==> config.mk <==
export PLATFORM = sky130hd
export DESIGN_NAME = proc_io_mailbox_flat
export DESIGN_NICKNAME = d
export VERILOG_FILES = /design/src/rtl/proc_io_pkg.sv /design/src/rtl/proc_io_mailbox_if.sv /design/src/rtl/mailbox_fifo.sv /design/src/rtl/proc_io_mailbox.sv /design/src/flat_wrapper.sv
export SDC_FILE = /design/constraint.sdc
export NUM_CORES = 1
export LEC_CHECK = 0
export BUFFER_PORTS_ARGS = -buffer_cell sky130_fd_sc_hd__buf_4
export CORE_ASPECT_RATIO = 1.25
export CORE_UTILIZATION = 48
export DETAILED_ROUTE_END_ITERATION = 6
export PLACE_DENSITY = 0.78
export SETUP_SLACK_MARGIN = 0.05
export SYNTH_ARGS = -nofsm -noshare
export SYNTH_HDL_FRONTEND = slang
export SYNTH_SLANG_ARGS = --single-unit
==> constraint.sdc <==
create_clock -name clock -period 2.1 [get_ports clock]
set_input_delay 0.105 -clock clock [delete_from_list [all_inputs] [get_ports clock]]
set_output_delay 0.105 -clock clock [all_outputs]
set_load 0.02 [all_outputs]
==> src/rtl/proc_io_pkg.sv <==
// Shared constants and types for the processor I/O mailbox.
// Bit positions within the processor control/status words.
package proc_io_pkg;

    // OutWord2 (processor -> mailbox) control bits
    localparam int unsigned TX_TOG  = 0;
    localparam int unsigned RX_ACK  = 1;
    localparam int unsigned OVF_CLR = 2;

    // InpWord2 (mailbox -> processor) status bits
    localparam int unsigned RX_TOG = 0;
    localparam int unsigned FULL   = 1;
    localparam int unsigned OVF    = 2;

    typedef enum logic {
        IDLE,
        OFFER
    } rx_state_t;

endpackage

==> src/rtl/proc_io_mailbox_if.sv <==
// Host-side valid/ready streams of the mailbox.
// master is the mailbox end, slave is the host end.
interface proc_io_mailbox_if #(
    parameter int unsigned dataW = 32
);
    logic [dataW-1:0] host_tx_data;
    logic             host_tx_valid;
    logic             host_tx_ready;
    logic [dataW-1:0] host_rx_data;
    logic             host_rx_valid;
    logic             host_rx_ready;

    modport master (
        output host_tx_data,
        output host_tx_valid,
        input  host_tx_ready,
        input  host_rx_data,
        input  host_rx_valid,
        output host_rx_ready
    );

    modport slave (
        input  host_tx_data,
        input  host_tx_valid,
        output host_tx_ready,
        output host_rx_data,
        output host_rx_valid,
        input  host_rx_ready
    );
endinterface

==> src/rtl/mailbox_fifo.sv <==
// Synchronous FIFO with a registered head word; push while full is accepted
// only when a pop happens in the same cycle.
module mailbox_fifo #(
    parameter int unsigned dataW = 32,
    parameter int unsigned Depth = 4
) (
    input  logic                       clock,
    input  logic                       reset,
    input  logic                       push,
    input  logic                       pop,
    input  logic [dataW-1:0]           din,
    output logic [dataW-1:0]           dout,
    output logic                       full,
    output logic                       empty,
    output logic [$clog2(Depth):0]     count
);
    localparam int unsigned AW = $clog2(Depth);

    logic [dataW-1:0] mem_q [Depth];
    logic [AW-1:0]    wr_ptr_q, rd_ptr_q, rd_next;
    logic [AW:0]      count_q, count_d;
    logic [dataW-1:0] head_q, head_d;
    logic             do_push, do_pop;

    assign full    = (count_q == (AW+1)'(Depth));
    assign empty   = (count_q == '0);
    assign do_pop  = pop && !empty;
    assign do_push = push && (!full || do_pop);
    assign rd_next = rd_ptr_q + AW'(1);
    assign dout    = head_q;
    assign count   = count_q;

    always_comb begin
        count_d = count_q;
        head_d  = head_q;
        unique case ({do_push, do_pop})
            2'b10:   count_d = count_q + (AW+1)'(1);
            2'b01:   count_d = count_q - (AW+1)'(1);
            default: count_d = count_q;
        endcase
        // Head is kept registered, so forward the pushed word when it becomes the head.
        if (do_pop) begin
            if (count_q == (AW+1)'(1)) begin
                if (do_push) head_d = din;
            end else begin
                head_d = mem_q[rd_next];
            end
        end else if (do_push && empty) begin
            head_d = din;
        end
    end

    always_ff @(posedge clock) begin
        if (do_push) mem_q[wr_ptr_q] <= din;
    end

    always_ff @(posedge clock) begin
        if (reset) begin
            wr_ptr_q <= '0;
            rd_ptr_q <= '0;
            count_q  <= '0;
            head_q   <= '0;
        end else begin
            if (do_push) wr_ptr_q <= wr_ptr_q + AW'(1);
            if (do_pop)  rd_ptr_q <= rd_next;
            count_q <= count_d;
            head_q  <= head_d;
        end
    end

endmodule

==> src/rtl/proc_io_mailbox.sv <==
// Host-side mailbox for the processor's word I/O ports: toggle handshakes on
// the processor side, valid/ready streams on the host side.
module proc_io_mailbox
    import proc_io_pkg::*;
#(
    parameter int unsigned dataW     = 32,
    parameter int unsigned FifoDepth = 4
) (
    input  logic                          clock,
    input  logic                          reset,
    input  logic [dataW-1:0]              OutWord1,
    input  logic [dataW-1:0]              OutWord2,
    output logic [dataW-1:0]              InpWord1,
    output logic [dataW-1:0]              InpWord2,
    proc_io_mailbox_if.master             host,
    output logic [$clog2(FifoDepth):0]    tx_count
);
    // TX path
    logic prev_tx_q;
    logic ovf_q;
    logic tx_push, tx_pop, tx_full, tx_empty, tx_overflow;

    assign tx_push     = OutWord2[TX_TOG] ^ prev_tx_q;
    assign tx_pop      = host.host_tx_valid && host.host_tx_ready;
    assign tx_overflow = tx_push && tx_full && !tx_pop;
    assign host.host_tx_valid = !tx_empty;

    mailbox_fifo #(
        .dataW (dataW),
        .Depth (FifoDepth)
    ) u_tx_fifo (
        .clock (clock),
        .reset (reset),
        .push  (tx_push),
        .pop   (tx_pop),
        .din   (OutWord1),
        .dout  (host.host_tx_data),
        .full  (tx_full),
        .empty (tx_empty),
        .count (tx_count)
    );

    always_ff @(posedge clock) begin
        if (reset) begin
            prev_tx_q <= OutWord2[TX_TOG];
            ovf_q     <= 1'b0;
        end else begin
            prev_tx_q <= OutWord2[TX_TOG];
            if (tx_overflow) begin
                ovf_q <= 1'b1;
            end else if (OutWord2[OVF_CLR]) begin
                ovf_q <= 1'b0;
            end
        end
    end

    // RX path
    rx_state_t        rx_state_q, rx_state_d;
    logic [dataW-1:0] rx_word_q;
    logic             rx_tog_q;
    logic             rx_load;

    always_comb begin
        rx_state_d         = rx_state_q;
        rx_load            = 1'b0;
        host.host_rx_ready = 1'b0;
        unique case (rx_state_q)
            IDLE: begin
                host.host_rx_ready = !reset;
                if (host.host_rx_valid && !reset) begin
                    rx_load    = 1'b1;
                    rx_state_d = OFFER;
                end
            end
            OFFER: begin
                if (OutWord2[RX_ACK] == rx_tog_q) rx_state_d = IDLE;
            end
            default: rx_state_d = IDLE;
        endcase
    end

    always_ff @(posedge clock) begin
        if (reset) begin
            rx_state_q <= IDLE;
            rx_word_q  <= '0;
            // Start with toggle equal to ack so a reset never looks like a new offer.
            rx_tog_q   <= OutWord2[RX_ACK];
        end else begin
            rx_state_q <= rx_state_d;
            if (rx_load) begin
                rx_word_q <= host.host_rx_data;
                rx_tog_q  <= !rx_tog_q;
            end
        end
    end

    assign InpWord1 = rx_word_q;

    always_comb begin
        InpWord2         = '0;
        InpWord2[RX_TOG] = rx_tog_q;
        InpWord2[FULL]   = tx_full;
        InpWord2[OVF]    = ovf_q;
    end

    logic unused_ctrl_bits;
    assign unused_ctrl_bits = ^OutWord2[dataW-1:3];

endmodule

==> src/flat_wrapper.sv <==
// flat-port wrapper written by rule: the top's interface ports become plain ports
module proc_io_mailbox_flat import proc_io_pkg::*;
#(
    parameter int unsigned dataW     = 32,
    parameter int unsigned FifoDepth = 4
)
  (clock, reset, OutWord1, OutWord2, InpWord1, InpWord2, tx_count, host_host_tx_data, host_host_tx_valid, host_host_tx_ready, host_host_rx_data, host_host_rx_valid, host_host_rx_ready);
  proc_io_mailbox_if #(.dataW(dataW)) host_i ();
  input  logic clock;
  input  logic reset;
  input  logic [dataW-1:0] OutWord1;
  input  logic [dataW-1:0] OutWord2;
  output logic [dataW-1:0] InpWord1;
  output logic [dataW-1:0] InpWord2;
  output logic [$clog2(FifoDepth):0] tx_count;
  output wire logic [$bits(host_i.host_tx_data)-1:0] host_host_tx_data;
  output wire logic [$bits(host_i.host_tx_valid)-1:0] host_host_tx_valid;
  input wire logic [$bits(host_i.host_tx_ready)-1:0] host_host_tx_ready;
  input wire logic [$bits(host_i.host_rx_data)-1:0] host_host_rx_data;
  input wire logic [$bits(host_i.host_rx_valid)-1:0] host_host_rx_valid;
  output wire logic [$bits(host_i.host_rx_ready)-1:0] host_host_rx_ready;
  assign host_host_tx_data = host_i.host_tx_data;
  assign host_host_tx_valid = host_i.host_tx_valid;
  assign host_i.host_tx_ready = host_host_tx_ready;
  assign host_i.host_rx_data = host_host_rx_data;
  assign host_i.host_rx_valid = host_host_rx_valid;
  assign host_host_rx_ready = host_i.host_rx_ready;
  proc_io_mailbox #(.dataW(dataW), .FifoDepth(FifoDepth)) u_core (.clock(clock), .reset(reset), .OutWord1(OutWord1), .OutWord2(OutWord2), .InpWord1(InpWord1), .InpWord2(InpWord2), .host(host_i), .tx_count(tx_count));
endmodule
======== Yosys cells after proc, flatten, opt, wreduce, memory -nomap -nowiden ========
Memory sizes are Yosys's and may differ from the RTL's.
Cells that the tools add are included.
storage, ports and cells
  bits in registers ....................... 75
  RAM bits ................................ 128
  input port bits ......................... 100
  output and inout port bits .............. 101
  word-level logic and storage cells ...... 57
  memories kept ........................... 1
operators by class
  $add $sub $neg .......................... 4
  equal/unequal tests ..................... 6
  mux-type cells .......................... 16
  bitwise operators ....................... 2
  reductions and logical operators ........ 19
memory list
  name                    words  bits a word  read ports  clocked after memory_dff  wr ports  RTL line            RTL
  u_core.u_tx_fifo.mem_q  4      32           1           0                         1         mailbox_fifo.sv:19  logic [dataW-1:0] mem_q [Depth];
operators with widths
  operator                                              number
  2-to-1 mux 32 bit                                     4
  2-to-1 mux 1 bit                                      10
  nonzero test 2 bit                                    4
  logical AND 1 bit                                     7
  case mux 3 bit (2 select lines)                       1
  logical NOT 1 bit                                     5
  adder 2 x 1 -> 2 bit (second input constant)          2
  adder 3 x 1 -> 3 bit (second input constant)          1
  equality test 3 x 1 -> 1 bit (second input constant)  1
  equality test 3 bit (second input constant)           1
  logical NOT 3 bit                                     1
  inequality test 3 bit (second input constant)         1
  subtractor 3 x 1 -> 3 bit (second input constant)     1
  equality test 2 x 1 -> 1 bit (second input constant)  1
  equality test 2 bit (second input constant)           1
  case mux 1 bit (2 select lines)                       1
  AND reduction 2 bit                                   1
  equality test 1 bit                                   1
  logical OR 1 bit                                      1
  NOT 1 bit                                             1
  XOR 1 bit                                             1

======== Logic depth before layout (Yosys ltp) ========
Gate-level depths: netlist (run 1).
  depth in word-level cells ............... 9
  mapped depth ............................ 7
  depth with buffers taken out ............ 7

======== Modules after synthesis ========
From an unflattened synthesis (run 1), not the netlist that was laid out.
second synthesis, totals
  cells, all modules ...................... 530
  area total of the unflattened synthesis .. 8395.6 um^2
by module, submodules not included
  module           times used  cells each  area an instance (um^2)  sequential area each (um^2)
  mailbox_fifo     1           375         6702.7                   4624.4
  proc_io_mailbox  1           155         1692.9                   730.7

======== Least setup slack after synthesis (run 1) ========
OpenSTA, ideal clock, no wires.
  kind .................................... register -> register
  from .................................... register u_core.u_tx_fifo.count_q[0] (netlist: u_core.u_tx_fifo.count[0])
  to ...................................... memory u_core.u_tx_fifo.mem_q[0][0] (enable)
  library setup time ...................... 0.392 ns
  data arrival time ....................... 1.949 ns
  data required time ...................... 1.708 ns
  setup slack ............................. -0.242 ns
  cell stages (with the launch flop) ...... 7
  path buffers ............................ 0
  period minus slack after synthesis ...... 2.342 ns
  cell sequence ........................... dfxtp_1 inv_1 ha_1 nand2_1 nor2_1 nor2_1 and2_1
between the ends
  cells in the longest elaborated chain, start to end .. 8
  elaborated cells on any way between the ends .. 10
  classes of those cells .................. eq/ne (1); mux (2); reduce/logical (7)
ends and longest elaborated chain
  element                                     RTL line                                   RTL
  start: declaration                          mailbox_fifo.sv:21                         logic [AW:0] count_q, count_d;
  start signal: assignment                    mailbox_fifo.sv:66                         count_q <= count_d;
  logical NOT 3 bit                           mailbox_fifo.sv:26                         assign empty = (count_q == '0);
  logical NOT 1 bit                           mailbox_fifo.sv:27, proc_io_mailbox.sv:26
  logical AND 1 bit                           proc_io_mailbox.sv:24                      assign tx_pop = host.host_tx_valid && host.host_tx_ready;
  logical AND 1 bit                           mailbox_fifo.sv:27                         assign do_pop = pop && !empty;
  logical OR 1 bit (*)                        mailbox_fifo.sv:28                         assign do_push = push && (!full || do_pop);
  logical AND 1 bit (*)                       mailbox_fifo.sv:28
  2-to-1 mux 1 bit (*)                        mailbox_fifo.sv:54                         if (do_push) mem_q[wr_ptr_q] <= din;
  2-to-1 mux 1 bit (not written as such) (*)  mailbox_fifo.sv:54
  end: declaration                            mailbox_fifo.sv:19
Every way passes the cells marked *; elsewhere a longest branch is shown, timed or not.

======== Final worst setup path (run 1) ========
  from .................................... register u_core.u_tx_fifo.count_q[1] (netlist: u_core.u_tx_fifo.count[1])
  to ...................................... register u_core.u_tx_fifo.head_q[14] (netlist: u_core.u_tx_fifo.dout[14])
between the ends
  cells in the longest elaborated chain, start to end .. 9
  elaborated cells on any way between the ends .. 15
  classes of those cells .................. eq/ne (3); mux (2); reduce/logical (10)
ends and longest elaborated chain
  element                               RTL line                                   RTL
  logical NOT 3 bit                     mailbox_fifo.sv:26
  logical NOT 1 bit                     mailbox_fifo.sv:27, proc_io_mailbox.sv:26
  logical AND 1 bit                     proc_io_mailbox.sv:24
  logical AND 1 bit                     mailbox_fifo.sv:27
  logical OR 1 bit                      mailbox_fifo.sv:28
  logical AND 1 bit                     mailbox_fifo.sv:28
  logical AND 1 bit                     mailbox_fifo.sv:48                         end else if (do_push && empty) begin
  nonzero test 2 bit (no source line)   n/a
  AND reduction 2 bit (no source line)  n/a
  end signal: assignment                mailbox_fifo.sv:62                         head_q <= '0;
  end signal: assignment                mailbox_fifo.sv:67                         head_q <= head_d;
  end: declaration                      mailbox_fifo.sv:22                         logic [dataW-1:0] head_q, head_d;
Parallel ways exist; a longest one is shown, timed or not.
A chain may end at the register's enable or synchronous reset.

==> run_summary.xml, run 1 <==
<?xml version="1.0" encoding="UTF-8"?>
<metrics>
  <group name="timing">
    <metric name="max_freq" unit="MHz">509.6</metric>
    <metric name="timing_max_transition_violations_final" unit="">0</metric>
    <metric name="tightestPinTransition" unit="ns">0.5441</metric>
    <metric name="worst_clock_skew" unit="ns">0.01198</metric>
    <metric name="finalHoldViolations" unit="">0</metric>
    <metric name="timing.max_slew.rel_slack" unit="">0.6335</metric>
    <metric name="rsz0062_at_grt" unit="">false</metric>
    <metric name="final_setup_violating_endpoints" unit="">0</metric>
    <metric name="setup_total_negative_slack" unit="ns">0</metric>
    <metric name="layout_min_cycle_time" unit="ns">1.962</metric>
    <metric name="timing.final.crit_share" unit="">0.9344</metric>
  </group>
  <group name="synthesis">
    <metric name="netlist-cell-type-count" unit="">34</metric>
    <metric name="netlist.top_cell.by_area" unit="">sky130_fd_sc_hd__edfxtp_1</metric>
    <metric name="postSynth.asyncResetShare" unit="">0</metric>
    <metric name="post_synth_inst_count" unit="">562</metric>
    <metric name="synth_enable_flop_cells" unit="">129</metric>
    <metric name="synthFlopType" unit="">sky130_fd_sc_hd__edfxtp_1</metric>
    <metric name="synth_seq_area_share" unit="">0.6587</metric>
    <metric name="post-synth-top-area-fraction" unit="">0.4765</metric>
    <metric name="ys_ff_latch" unit="">203</metric>
    <metric name="syn_area_per_cell" unit="um2">14.47</metric>
    <metric name="netlist_area" unit="mm2">0.008130</metric>
    <metric name="synth_warnings" unit="">0</metric>
    <metric name="yosys-top-cells-area" unit="">sky130_fd_sc_hd__edfxtp_1, sky130_fd_sc_hd__dfxtp_1, sky130_fd_sc_hd__mux4_2</metric>
  </group>
  <group name="placement">
    <metric name="dp.final_hpwl" unit="um">9962</metric>
    <metric name="gp_congestion" unit="">0.7563</metric>
    <metric name="place.port_buffers" unit="">142</metric>
  </group>
  <group name="floorplan">
    <metric name="dieHeight" unit="um">147.5</metric>
    <metric name="boundaryPins" unit="">201</metric>
    <metric name="core" unit="mm2">0.01640</metric>
    <metric name="floorplan.initialDensity" unit="">0.4959</metric>
    <metric name="fp-row-count" unit="">52</metric>
    <metric name="floorplan.die.width" unit="um">118.4</metric>
    <metric name="fp.dieArea" unit="mm2">0.01747</metric>
  </group>
  <group name="flow_run">
    <metric name="drv_cap" unit="">0</metric>
  </group>
  <group name="global_route">
    <metric name="groute.layer.met3.usage" unit="">0.04475</metric>
    <metric name="vias_in_the_first_global_route" unit="">5516</metric>
    <metric name="met2_usage_in_global_routing" unit="">0.3688</metric>
    <metric name="grt_max_degree" unit="">65</metric>
    <metric name="grt.total_usage" unit="">0.2009</metric>
    <metric name="globalRouteOverflowTotal" unit="">0</metric>
    <metric name="wire_length_of_the_first_global_routing_pass" unit="um">27880</metric>
    <metric name="antenna_found_initial" unit="">0</metric>
    <metric name="grt_use_met1" unit="">0.2361</metric>
    <metric name="busiest_layer" unit="">met2</metric>
  </group>
  <group name="worst_setup_path">
    <metric name="cp_data_required_time" unit="ns">2.45</metric>
    <metric name="worst_path_dominant_cell_family" unit="">flip-flops</metric>
    <metric name="worst-setup-path-type" unit="">register to register</metric>
    <metric name="crit_path_start_kind" unit="">register</metric>
    <metric name="timing.critical_path.cells" unit="">inv_1 -&gt; ha_1 -&gt; nor2b_2 -&gt; o21ai_4 -&gt; buf_12 -&gt; mux2i_1 -&gt; a211oi_2</metric>
    <metric name="critical_path.n_buffers_inverters" unit="">2</metric>
    <metric name="worst_ep_arrival" unit="ns">2.31</metric>
    <metric name="critPathMaxFanout" unit="">15</metric>
    <metric name="slowest_delay" unit="ns">0.38</metric>
    <metric name="crit_slowest_cell" unit="">sky130_fd_sc_hd__dfxtp_1</metric>
    <metric name="critical_path.endpoint_type" unit="">register</metric>
  </group>
  <group name="power_and_ir_drop">
    <metric name="power-per-cell-area" unit="mW/mm2">1118</metric>
    <metric name="vdd.ir_drop.worst" unit="mV">0.6875</metric>
    <metric name="power_leakage" unit="nW">4.185</metric>
  </group>
  <group name="detailed_routing">
    <metric name="dr_iter_0_viols" unit="">225</metric>
    <metric name="drt_first_pass_iters" unit="">4</metric>
    <metric name="detail_route.wirelength" unit="um">17500</metric>
    <metric name="routedWlPerCell" unit="um">17.44</metric>
    <metric name="vias" unit="">5207</metric>
    <metric name="ant_nets" unit="">0</metric>
    <metric name="drt_drc_violations_left" unit="">0</metric>
    <metric name="vias_per_std_cell" unit="">5.191</metric>
  </group>
  <group name="status">
    <metric name="status" unit="">finished, final reports clean</metric>
  </group>
  <group name="clock_network">
    <metric name="clockRootBuffer" unit="">sky130_fd_sc_hd__clkbuf_16</metric>
    <metric name="cts.sinks" unit="">203</metric>
    <metric name="clock_tree.buffer_depth" unit="">3</metric>
    <metric name="clock_insertion_delay_worst_skew" unit="ns">0.49</metric>
    <metric name="ctsHtreeMaxLevel" unit="">1</metric>
    <metric name="numCtsBuffers" unit="">21</metric>
    <metric name="clkTransAtPathRegs" unit="ns">0.06</metric>
    <metric name="cts_tree" unit="">done</metric>
  </group>
  <group name="finish">
    <metric name="final_net_count" unit="">880</metric>
    <metric name="layout-drive-gt1-share" unit="">0.3062</metric>
    <metric name="layout.core_utilization" unit="">0.6608</metric>
    <metric name="antenna_cells_inserted" unit="">0</metric>
    <metric name="area_growth_syn_to_fin" unit="%">33.26</metric>
  </group>
  <group name="worst_hold_path">
    <metric name="min_path_type" unit="">primary input to register</metric>
  </group>
</metrics>
[routing by layer]
layer  wire length, um  part of all wire  vias to the layer above
li1                  -                 -                     2421
met1              6981              0.40                     2562
met2              9122              0.52                      199
met3              1137             0.065                       25
met4               257             0.015                        0
met5                 0                 0                        -
[layout by cell type (no fill, tap or decap), types with 2 or more instances in the layout]
cell,n
sky130_fd_sc_hd__xnor2_1,5
sky130_fd_sc_hd__clkbuf_8,3
sky130_fd_sc_hd__nand3_1,2
sky130_fd_sc_hd__mux2_2,2
sky130_fd_sc_hd__edfxtp_1,129
sky130_fd_sc_hd__mux2i_1,33
sky130_fd_sc_hd__a211oi_2,3
sky130_fd_sc_hd__buf_12,7
sky130_fd_sc_hd__nor2_1,43
sky130_fd_sc_hd__and2_2,4
sky130_fd_sc_hd__ha_1,8
sky130_fd_sc_hd__inv_1,7
sky130_fd_sc_hd__nor2b_1,2
sky130_fd_sc_hd__clkbuf_16,21
sky130_fd_sc_hd__dfxtp_2,3
sky130_fd_sc_hd__conb_1,29
sky130_fd_sc_hd__buf_4,149
sky130_fd_sc_hd__a211oi_1,31
sky130_fd_sc_hd__clkinv_2,2
sky130_fd_sc_hd__clkinv_4,2
sky130_fd_sc_hd__nand2b_1,33
sky130_fd_sc_hd__o21ai_0,35
sky130_fd_sc_hd__and2_1,2
sky130_fd_sc_hd__a21oi_1,3
sky130_fd_sc_hd__mux4_2,32
sky130_fd_sc_hd__clkinv_1,2
sky130_fd_sc_hd__bufinv_16,4
sky130_fd_sc_hd__o21ai_4,2
sky130_fd_sc_hd__nand2_1,35
sky130_fd_sc_hd__dlygate4sd3_1,68
sky130_fd_sc_hd__dfxtp_1,71
sky130_fd_sc_hd__clkbuf_1,2
[tightest hold or removal path, cell delays in order]
cell                      delay (ns)
sky130_fd_sc_hd__buf_4          0.16
sky130_fd_sc_hd__nand3_1        0.12
sky130_fd_sc_hd__xor2_1         0.07
sky130_fd_sc_hd__nor2_1         0.07
[kinds of logic (layout without fill, tap and decap cells)]
logic type,after synthesis,count (layout),synth area share
other,1,29,0.0004612
flip-flops,203,203,0.6587
buffers and inverters,72,269,0.05278
XOR/XNOR,8,8,0.01123
AO/OA/AOI/OAI,76,76,0.05910
adder cells (fa/ha/maj),8,8,0.01231
multiplexers,68,68,0.1333
AND/OR/NAND/NOR,126,126,0.07218
[worst paths after layout]
| path | slack (ns) | depth (start not counted) | start | to |
|---|---|---|---|---|
| setup reg to reg | 0.14 | 7 | u_core.u_tx_fifo.count[1] | u_core.u_tx_fifo.dout[14] |
| hold / removal | 0.08 | 4 | host_host_tx_ready | u_core.u_tx_fifo.rd_ptr_q[1] |
| hold reg to reg | 0.48 | 2 | u_core.InpWord1[17] | u_core.InpWord1[17] |
| setup / recovery | 0.14 | 7 | u_core.u_tx_fifo.count[1] | u_core.u_tx_fifo.dout[14] |
[flip-flops by register name, indices dropped and copies added (netlist names)]
register and flops:
u_core.u_tx_fifo.rd_ptr_q 2, u_core.ovf_q 1, u_core.prev_tx_q 1, u_core.InpWord1 32, u_core.rx_state_q 1, u_core.rx_tog_q 1
u_core.u_tx_fifo.dout 32, u_core.u_tx_fifo.count 3, u_core.u_tx_fifo.wr_ptr_q 2, u_core.u_tx_fifo.mem_q 128
[area by class of cell]
class / instances / area (um2)
clock buffer: 26 / 574.3
fill: 1120 / 5562
multi-input combinational: 315 / 2494
sequential: 203 / 5359
timing repair buffer: 224 / 1939
clock inverter: 12 / 171.4
tap: 216 / 270.3
inverter: 7 / 26.28
[Yosys cell counts (7+ instances only)]
master                     number
sky130_fd_sc_hd__a211oi_1      33
sky130_fd_sc_hd__nor2_1        44
sky130_fd_sc_hd__nand2_1       35
sky130_fd_sc_hd__buf_2          7
sky130_fd_sc_hd__nand2b_1      33
sky130_fd_sc_hd__buf_4         34
sky130_fd_sc_hd__o21ai_0       35
sky130_fd_sc_hd__ha_1           8
sky130_fd_sc_hd__dfxtp_1       74
sky130_fd_sc_hd__edfxtp_1     129
sky130_fd_sc_hd__mux2i_1       34
sky130_fd_sc_hd__mux4_2        32
sky130_fd_sc_hd__inv_1          7
sky130_fd_sc_hd__clkbuf_1      20
[where the power goes]
group / internal (mW) / switching, mW
logic: 1.43 / 1.71
clock network: 2.44 / 1.49
registers: 4.79 / 0.245
total: 8.67 / 3.45
[metrics by stage]
step	area (um2)	setup WS [ns]	std cells	power, mW	hold slack [ns]
floorplan	8240	0.09150	590	7.032	0.1327
global placement	9388	0.2331	897	8.009	0.2592
detailed placement	9388	0.1425	897	8.131	0.2632
CTS	10820	0.1341	1003	12.19	0.06981
global route	10830	0.03360	1003	12.61	0.09796
finish	10830	0.1377	1003	12.11	0.08204
[what timing repair did]
action	4_1_cts	5_1_grt
gates resized for setup	1	5
endpoints found under the setup margin	1	134
setup buffers	0	0
hold endpoints to repair	183	0
hold buffers	68	0
pin swaps	0	1
cloned	0	0
(Power assumes the default switching activity.)
==> run 2, diff against run 1 <==
--- a/config.mk
+++ b/config.mk
@@ -13,4 +13,5 @@
 export SETUP_SLACK_MARGIN = 0.05
 export SYNTH_ARGS = -nofsm -noshare
 export SYNTH_HDL_FRONTEND = slang
+export SYNTH_HIERARCHICAL = 1
 export SYNTH_SLANG_ARGS = --single-unit
==> constraint.sdc (replaced) <==
create_clock -name clock -period 1.65 [get_ports clock]
set_input_delay 0.0825 -clock clock [delete_from_list [all_inputs] [get_ports clock]]
set_output_delay 0.0825 -clock clock [all_outputs]
set_load 0.02 [all_outputs]
==> run 2 against run 1 <==
  * The run now ends with setup timing left
  * Cell count up 1.7%
  * Clock power grew 15%
  * Cell area is 8.7% higher
  * Register-to-register slack worse by 0.26 ns
  * Count of clock-buffer cells in the layout down 3
  * Synthesized cell count fell by 5.7%
  * Non-clock buffer count up 41
  * Area after synthesis grew 3.3%
  * Core utilization is 3.3 points higher
  * Critical path depth up 2
  * Combinational power grew 6.4%
  * Largest power group unchanged
==> run_summary.xml, run 2 <==
<?xml version="1.0" encoding="UTF-8"?>
<metrics>
  <group name="detailed_routing">
    <metric name="routedWlPerCell" unit="um">18.98</metric>
    <metric name="vias_per_std_cell" unit="">5.110</metric>
    <metric name="drt_first_pass_iters" unit="">6</metric>
    <metric name="dr_iter_0_viols" unit="">313</metric>
    <metric name="vias" unit="">5212</metric>
    <metric name="drt_drc_violations_left" unit="">0</metric>
    <metric name="ant_nets" unit="">0</metric>
    <metric name="detail_route.wirelength" unit="um">19360</metric>
  </group>
  <group name="power_and_ir_drop">
    <metric name="vdd.ir_drop.worst" unit="mV">0.7843</metric>
    <metric name="report.power.total" unit="mW">13.98</metric>
    <metric name="power_leakage" unit="nW">4.778</metric>
    <metric name="power-per-cell-area" unit="mW/mm2">1188</metric>
  </group>
  <group name="synthesis">
    <metric name="postSynth.asyncResetShare" unit="">0</metric>
    <metric name="synthAdderAreaFrac" unit="">0.01192</metric>
    <metric name="synth_seq_area_share" unit="">0.6379</metric>
    <metric name="ys_ff_latch" unit="">203</metric>
    <metric name="synth_top_family_by_area" unit="">multiplexers</metric>
    <metric name="synthFlopType" unit="">sky130_fd_sc_hd__edfxtp_1</metric>
    <metric name="synth_compound_gate_area_share" unit="">0.06036</metric>
    <metric name="synth_warnings" unit="">6</metric>
    <metric name="post-synth-top-area-fraction" unit="">0.4614</metric>
    <metric name="yosys.area_share.xor_xnor" unit="">0.005216</metric>
    <metric name="netlist-cell-type-count" unit="">45</metric>
    <metric name="synth.most_common_cell" unit="">sky130_fd_sc_hd__edfxtp_1</metric>
    <metric name="yosys-top-cells-area" unit="">sky130_fd_sc_hd__edfxtp_1, sky130_fd_sc_hd__dfxtp_1, sky130_fd_sc_hd__mux4_2</metric>
    <metric name="ys_top_cells_by_count" unit="">sky130_fd_sc_hd__edfxtp_1, sky130_fd_sc_hd__dfxtp_1, sky130_fd_sc_hd__inv_1</metric>
    <metric name="synth_enable_flop_cells" unit="">129</metric>
    <metric name="synthSimpleGateAreaFrac" unit="">0.04665</metric>
    <metric name="synthMuxAreaShare" unit="">0.1681</metric>
    <metric name="post_synth_inst_count" unit="">530</metric>
    <metric name="netlist.top_cell.by_area" unit="">sky130_fd_sc_hd__edfxtp_1</metric>
    <metric name="netlist_area" unit="mm2">0.008396</metric>
    <metric name="syn_area_per_cell" unit="um2">15.84</metric>
  </group>
  <group name="floorplan">
    <metric name="fp.dieArea" unit="mm2">0.01803</metric>
    <metric name="dieHeight" unit="um">149.9</metric>
    <metric name="floorplan.initialDensity" unit="">0.4945</metric>
    <metric name="boundaryPins" unit="">201</metric>
    <metric name="core" unit="mm2">0.01698</metric>
    <metric name="fp-row-count" unit="">53</metric>
    <metric name="floorplan.die.width" unit="um">120.3</metric>
  </group>
  <group name="worst_setup_path">
    <metric name="slowest_delay" unit="ns">0.36</metric>
    <metric name="critical_path.endpoint_type" unit="">register</metric>
    <metric name="cp_data_required_time" unit="ns">1.85</metric>
    <metric name="crit_path_start_kind" unit="">register</metric>
    <metric name="reg2reg_slack" unit="ns">-0.12</metric>
    <metric name="crit_slowest_cell" unit="">sky130_fd_sc_hd__dfxtp_4</metric>
    <metric name="critPathMaxFanout" unit="">8</metric>
    <metric name="worst_ep_arrival" unit="ns">1.97</metric>
    <metric name="worst-setup-path-type" unit="">register to register</metric>
    <metric name="timing.critical_path.cells" unit="">inv_4 -&gt; ha_4 -&gt; nand2b_4 -&gt; inv_4 -&gt; nand2b_4 -&gt; inv_6 -&gt; o21a_4 -&gt; and2_4 -&gt; clkbuf_16</metric>
  </group>
  <group name="timing">
    <metric name="max_freq" unit="MHz">565.4</metric>
    <metric name="timing.final.crit_share" unit="">1.072</metric>
    <metric name="finalHoldViolations" unit="">0</metric>
    <metric name="setup_ws" unit="ns">-0.1187</metric>
    <metric name="setup_total_negative_slack" unit="ns">-11.62</metric>
    <metric name="worst_clock_skew" unit="ns">0.01962</metric>
    <metric name="layout_min_cycle_time" unit="ns">1.769</metric>
    <metric name="rsz0062_at_grt" unit="">true</metric>
    <metric name="final_setup_violating_endpoints" unit="">162</metric>
    <metric name="holdWs" unit="ns">0.01127</metric>
    <metric name="timing_max_transition_violations_final" unit="">0</metric>
  </group>
  <group name="global_route">
    <metric name="grt_max_degree" unit="">34</metric>
    <metric name="globalRouteOverflowTotal" unit="">0</metric>
    <metric name="wire_length_of_the_first_global_routing_pass" unit="um">28550</metric>
    <metric name="antenna_found_initial" unit="">0</metric>
    <metric name="grt.total_usage" unit="">0.2078</metric>
    <metric name="vias_in_the_first_global_route" unit="">5542</metric>
  </group>
  <group name="clock_network">
    <metric name="cts.sinks" unit="">203</metric>
    <metric name="ctsHtreeMaxLevel" unit="">1</metric>
    <metric name="clock_insertion_delay_worst_skew" unit="ns">0.50</metric>
    <metric name="numCtsBuffers" unit="">21</metric>
    <metric name="clockRootBuffer" unit="">sky130_fd_sc_hd__clkbuf_16</metric>
    <metric name="cts_tree" unit="">done</metric>
    <metric name="clkTransAtPathRegs" unit="ns">0.06</metric>
    <metric name="clock_tree.buffer_depth" unit="">3</metric>
  </group>
  <group name="status">
    <metric name="violations" unit="">setup timing</metric>
    <metric name="status" unit="">complete, but fails checks</metric>
  </group>
  <group name="finish">
    <metric name="layout.core_utilization" unit="">0.6934</metric>
    <metric name="layout.cells.most_common_list" unit="">sky130_fd_sc_hd__buf_4, sky130_fd_sc_hd__edfxtp_1, sky130_fd_sc_hd__dfxtp_1</metric>
    <metric name="antenna_cells_inserted" unit="">0</metric>
    <metric name="final_net_count" unit="">894</metric>
    <metric name="layout-drive-gt1-share" unit="">0.4513</metric>
    <metric name="sequential_cell_area" unit="mm2">0.005366</metric>
    <metric name="nFillCells" unit="">1085</metric>
    <metric name="max_flop_register" unit="">u_core/u_tx_fifo/mem_q</metric>
    <metric name="largest_register_ffs" unit="">128</metric>
    <metric name="area_of_the_multi_input_gates" unit="mm2">0.002726</metric>
    <metric name="area_growth_syn_to_fin" unit="%">40.21</metric>
    <metric name="layout.cells.most_common" unit="">sky130_fd_sc_hd__buf_4</metric>
  </group>
  <group name="placement">
    <metric name="place.port_buffers" unit="">142</metric>
    <metric name="dp.final_hpwl" unit="um">11400</metric>
    <metric name="gp_congestion" unit="">0.8352</metric>
  </group>
  <group name="flow_run">
    <metric name="drv_cap" unit="">0</metric>
  </group>
  <group name="worst_hold_path">
    <metric name="min_path_type" unit="">primary input to register</metric>
  </group>
</metrics>
==> run 2: final cells by class <==
| class | instances | share of cell area |
|---|---|---|
| multi-input cells | 253 | 0.2316 |
| well taps | 220 | 0.02338 |
| clock buffers | 23 | 0.04698 |
| flip-flops and latches | 203 | 0.4559 |
| clock inverters | 14 | 0.009035 |
| inverters | 42 | 0.01446 |
| repair buffers | 265 | 0.2186 |
==> run 2: kinds of logic (layout without fill, tap and decap cells) <==
group	Yosys count	count (layout)
AOI/OAI and AO/OA	48	48
other	1	29
muxes	97	97
xor gates and xnor gates	5	5
buffers and inverters	102	344
and+or+nand+nor	66	66
DFF	203	203
adders and majority gates	8	8
==> run 2: worst max-delay path, delay by kind of cell (launching register included) <==
kind                     cells  cell delay (ns)
AND/OR/NAND/NOR              3             0.46
flip-flops                   1             0.36
adder cells (fa/ha/maj)      1             0.16
AO/OA/AOI/OAI                1             0.16
buffers and inverters        4             0.33
==> run 2: through the flow <==
step	setup WS, ns	instances	cell area (um2)
finish	-0.1187	1020	11770
global route	-0.1904	1020	11770
CTS	-0.07697	1008	11510
detailed placement	-0.1647	896	9961
global placement	-0.07773	896	9961
floorplan	-0.2695	558	8566
==> run 2: final timing paths <==
| check | start | to | cells past startpoint |
|---|---|---|---|
| setup / recovery | u_core/u_tx_fifo/count[0] | u_core/u_tx_fifo/mem_q[1][15] | 9 |
| hold / removal | reset | u_core/rx_state_q | 2 |
| setup reg to reg | u_core/u_tx_fifo/count[0] | u_core/u_tx_fifo/mem_q[1][15] | 9 |
| hold reg to reg | u_core/u_tx_fifo/dout[12] | u_core/u_tx_fifo/dout[12] | 2 |
==> run 2: what timing repair did <==
action	in CTS	in global routing
hold buffers	68	0
pin swaps	6	5
endpoints found under the hold margin	196	0
buffers inserted	5	5
endpoints found under the setup margin	164	165
gates cloned	2	7
resized for setup	26	13
==> run 2: where the power goes <==
part | switching, mW | internal [mW] | leakage [nW]
Clock | 1.91 | 2.58 | 0.323
Combinational | 1.64 | 1.70 | 2.66
Sequential | 0.213 | 5.94 | 1.80
Total | 3.76 | 10.2 | 4.78
==> run 2: per-layer routing <==
layer / global-route usage / part of all wire / vias to the layer above
met5: 0 / 0 / -
met4: 0.07037 / 0.026 / 0
met3: 0.04878 / 0.065 / 35
met2: 0.3862 / 0.53 / 185
met1: 0.2313 / 0.38 / 2591
li1: - / - / 2401
==> run 3, diff against run 2 <==
--- a/config.mk
+++ b/config.mk
@@ -7,9 +7,9 @@
 export LEC_CHECK = 0
 export BUFFER_PORTS_ARGS = -buffer_cell sky130_fd_sc_hd__buf_4
 export CORE_ASPECT_RATIO = 1.25
-export CORE_UTILIZATION = 48
+export CORE_UTILIZATION = 45
 export DETAILED_ROUTE_END_ITERATION = 6
-export PLACE_DENSITY = 0.78
+export PLACE_DENSITY = 0.74
 export SETUP_SLACK_MARGIN = 0.05
 export SYNTH_ARGS = -nofsm -noshare
 export SYNTH_HDL_FRONTEND = slang
==> run 3 against run 2 <==
  * The flow still finishes with violations (setup timing)
  * Routed wire length decreased by 3.4%
  * Combinational power is 5% lower
  * Critical path depth is 1 higher
  * Global-route usage fell by 1.2 points
  * Hold slack gained 0.24 ns
  * Clock power fell by 4%
  * Fmax down 1.1%
  * Cell area is 1.7% lower
  * Critical endpoint is now u_core/u_tx_fifo/dout[8]
  * Largest power group unchanged
  * Highest routed layer unchanged
==> run_summary.xml, run 3 (synthesis results as in run 2) <==
<?xml version="1.0" encoding="UTF-8"?>
<metrics>
  <group name="placement">
    <metric name="dp.final_hpwl" unit="um">11360</metric>
    <metric name="place.port_buffers" unit="">142</metric>
    <metric name="preCtsSetupSlack" unit="ns">-0.1680</metric>
    <metric name="gp_congestion" unit="">0.7786</metric>
    <metric name="post_dp_cell_area" unit="mm2">0.009971</metric>
  </group>
  <group name="worst_hold_path">
    <metric name="min_path_type" unit="">primary input to register</metric>
    <metric name="worst_hold_startpoint" unit="">host_host_rx_valid</metric>
    <metric name="hold_path_depth" unit="">4</metric>
    <metric name="hold_critical_path_endpoint" unit="">u_core/InpWord1[0]</metric>
  </group>
  <group name="worst_setup_path">
    <metric name="cp_data_required_time" unit="ns">2.01</metric>
    <metric name="critPathMaxFanout" unit="">21</metric>
    <metric name="critical_path.reg2reg.startpoint" unit="">u_core/u_tx_fifo/count[1]</metric>
    <metric name="critical_path.n_buffers_inverters" unit="">4</metric>
    <metric name="worst_ep_arrival" unit="ns">2.15</metric>
    <metric name="crit_path_start_kind" unit="">register</metric>
    <metric name="worst_path_dominant_cell_family" unit="">buffers and inverters</metric>
    <metric name="worst-setup-path-type" unit="">register to register</metric>
    <metric name="worstReg2RegEnd" unit="">u_core/u_tx_fifo/dout[8]</metric>
    <metric name="critical_path.endpoint_type" unit="">register</metric>
    <metric name="reg2reg_slack" unit="ns">-0.14</metric>
    <metric name="slowest_delay" unit="ns">0.35</metric>
    <metric name="worstRegToRegCells" unit="">10</metric>
    <metric name="timing.critical_path.cells" unit="">inv_4 -&gt; ha_4 -&gt; nand2b_4 -&gt; inv_4 -&gt; nand2b_4 -&gt; inv_6 -&gt; o21ai_4 -&gt; buf_12 -&gt; mux2i_1 -&gt; o22ai_2</metric>
    <metric name="crit_slowest_cell" unit="">sky130_fd_sc_hd__dfxtp_4</metric>
    <metric name="cp.depth" unit="">10</metric>
  </group>
  <group name="clock_network">
    <metric name="cts.sinks" unit="">203</metric>
    <metric name="clock_tree.buffer_depth" unit="">3</metric>
    <metric name="clockRootBuffer" unit="">sky130_fd_sc_hd__clkbuf_16</metric>
    <metric name="clkTransAtPathRegs" unit="ns">0.06</metric>
    <metric name="ctsHtreeMaxLevel" unit="">1</metric>
    <metric name="numCtsBuffers" unit="">20</metric>
    <metric name="clock_insertion_delay_worst_skew" unit="ns">0.50</metric>
    <metric name="cts_tree" unit="">done</metric>
  </group>
  <group name="status">
    <metric name="violations" unit="">setup timing</metric>
    <metric name="status" unit="">complete, but fails checks</metric>
  </group>
  <group name="detailed_routing">
    <metric name="ant_nets" unit="">0</metric>
    <metric name="vias" unit="">5132</metric>
    <metric name="vias_per_std_cell" unit="">5.012</metric>
    <metric name="drt_first_pass_iters" unit="">4</metric>
    <metric name="drt_drc_violations_left" unit="">0</metric>
    <metric name="dr_iter_0_viols" unit="">259</metric>
    <metric name="routedWlPerCell" unit="um">18.26</metric>
    <metric name="detail_route.wirelength" unit="um">18700</metric>
  </group>
  <group name="floorplan">
    <metric name="floorplan.die.width" unit="um">124.2</metric>
    <metric name="floorplan.initialDensity" unit="">0.4621</metric>
    <metric name="dieHeight" unit="um">154.7</metric>
    <metric name="core" unit="mm2">0.01817</metric>
    <metric name="boundaryPins" unit="">201</metric>
    <metric name="fp.dieArea" unit="mm2">0.01921</metric>
    <metric name="fp-row-count" unit="">55</metric>
  </group>
  <group name="global_route">
    <metric name="wire_length_of_the_first_global_routing_pass" unit="um">28650</metric>
    <metric name="vias_in_the_first_global_route" unit="">5548</metric>
    <metric name="grt_use_met1" unit="">0.2238</metric>
    <metric name="grt_max_degree" unit="">38</metric>
    <metric name="met2_usage_in_global_routing" unit="">0.3604</metric>
    <metric name="antenna_found_initial" unit="">0</metric>
    <metric name="globalRouteOverflowTotal" unit="">0</metric>
    <metric name="groute.layer.met3.usage" unit="">0.03909</metric>
    <metric name="busiest_layer" unit="">met2</metric>
    <metric name="grt.total_usage" unit="">0.1954</metric>
  </group>
  <group name="power_and_ir_drop">
    <metric name="vdd.ir_drop.worst" unit="mV">0.8172</metric>
    <metric name="power_leakage" unit="nW">4.690</metric>
    <metric name="power-per-cell-area" unit="mW/mm2">1177</metric>
  </group>
  <group name="finish">
    <metric name="layout.core_utilization" unit="">0.6372</metric>
    <metric name="largest_register_ffs" unit="">128</metric>
    <metric name="layout-drive-gt1-share" unit="">0.4410</metric>
    <metric name="max_flop_register" unit="">u_core/u_tx_fifo/mem_q</metric>
    <metric name="final_net_count" unit="">890</metric>
    <metric name="fin_area" unit="mm2">0.01158</metric>
    <metric name="layout.cells.most_common_list" unit="">sky130_fd_sc_hd__buf_4, sky130_fd_sc_hd__edfxtp_1, sky130_fd_sc_hd__dlygate4sd3_1</metric>
    <metric name="antenna_cells_inserted" unit="">0</metric>
    <metric name="layout.cells.most_common" unit="">sky130_fd_sc_hd__buf_4</metric>
    <metric name="nFillCells" unit="">1250</metric>
    <metric name="area_of_the_multi_input_gates" unit="mm2">0.002681</metric>
    <metric name="area_growth_syn_to_fin" unit="%">37.88</metric>
    <metric name="sequential_cell_area" unit="mm2">0.005366</metric>
  </group>
  <group name="timing">
    <metric name="timing_max_transition_violations_final" unit="">0</metric>
    <metric name="rsz0062_at_grt" unit="">true</metric>
    <metric name="holdWs" unit="ns">0.2549</metric>
    <metric name="final_setup_violating_endpoints" unit="">153</metric>
    <metric name="max_freq" unit="MHz">559.1</metric>
    <metric name="finalHoldViolations" unit="">0</metric>
    <metric name="layout_min_cycle_time" unit="ns">1.789</metric>
    <metric name="setup_ws" unit="ns">-0.1386</metric>
    <metric name="timing.final.crit_share" unit="">1.084</metric>
    <metric name="worst_clock_skew" unit="ns">0.02472</metric>
  </group>
  <group name="flow_run">
    <metric name="drv_cap" unit="">0</metric>
  </group>
</metrics>
## run 3: routing by layer
layer / wire, um / part of all wire
met4: 374 / 0.020
met2: 10040 / 0.54
met5: 0 / 0
met1: 7245 / 0.39
met3: 1042 / 0.056
## run 3: worst min-delay path, delay by kind of cell
kind	cells	cell delay, ns
and+or+nand+nor	1	0.15
buffers and inverters	2	0.28
muxes	1	0.21
## run 3: power by group
part | total, mW | internal [mW] | switching (mW) | leakage (nW)
Clock | 4.32 | 2.44 | 1.88 | 0.306
Sequential | 6.13 | 5.94 | 0.198 | 1.80
Combinational | 3.17 | 1.58 | 1.59 | 2.59
## run 3: layout make-up
class / count / share of cell area
clock buffers: 24 / 0.04540
inverters: 42 / 0.01448
flip-flops and latches: 203 / 0.4636
multi-input cells: 253 / 0.2316
clock inverters: 12 / 0.007998
well taps: 228 / 0.02464
repair buffers: 262 / 0.2123
## run 3: stage by stage
step	TNS [ns]	cells	total power, mW
after floorplan	-40.44	558	7.936
after global placement	-8.063	904	8.912
after detailed placement	-15.16	904	9.035
after CTS	-11.37	1024	13.70
after global routing	-19.24	1024	14.17
final	-12.09	1024	13.62
## run 3: worst max path at each step
stage / from / to / slack (ns)
detailed placement: u_core/u_tx_fifo/count[0] / u_core/u_tx_fifo/dout[0] / -0.17
floorplan: u_core/u_tx_fifo/count[1] / u_core/u_tx_fifo/mem_q[0][0] / -0.27
finish: u_core/u_tx_fifo/count[1] / u_core/u_tx_fifo/dout[8] / -0.14
global placement: u_core/u_tx_fifo/count[1] / u_core/u_tx_fifo/dout[26] / -0.07
global route: u_core/u_tx_fifo/count[1] / u_core/u_tx_fifo/dout[6] / -0.19
CTS: u_core/u_tx_fifo/count[1] / u_core/u_tx_fifo/dout[8] / -0.14
## run 3: what timing repair did
action / CTS / global route
gates cloned: 2 / 2
hold buffers: 70 / 0
endpoints found under the hold margin: 200 / 0
resized for setup: 22 / 10
setup buffers: 12 / 2
setup endpoints to repair: 165 / 165
pin swaps: 8 / 3
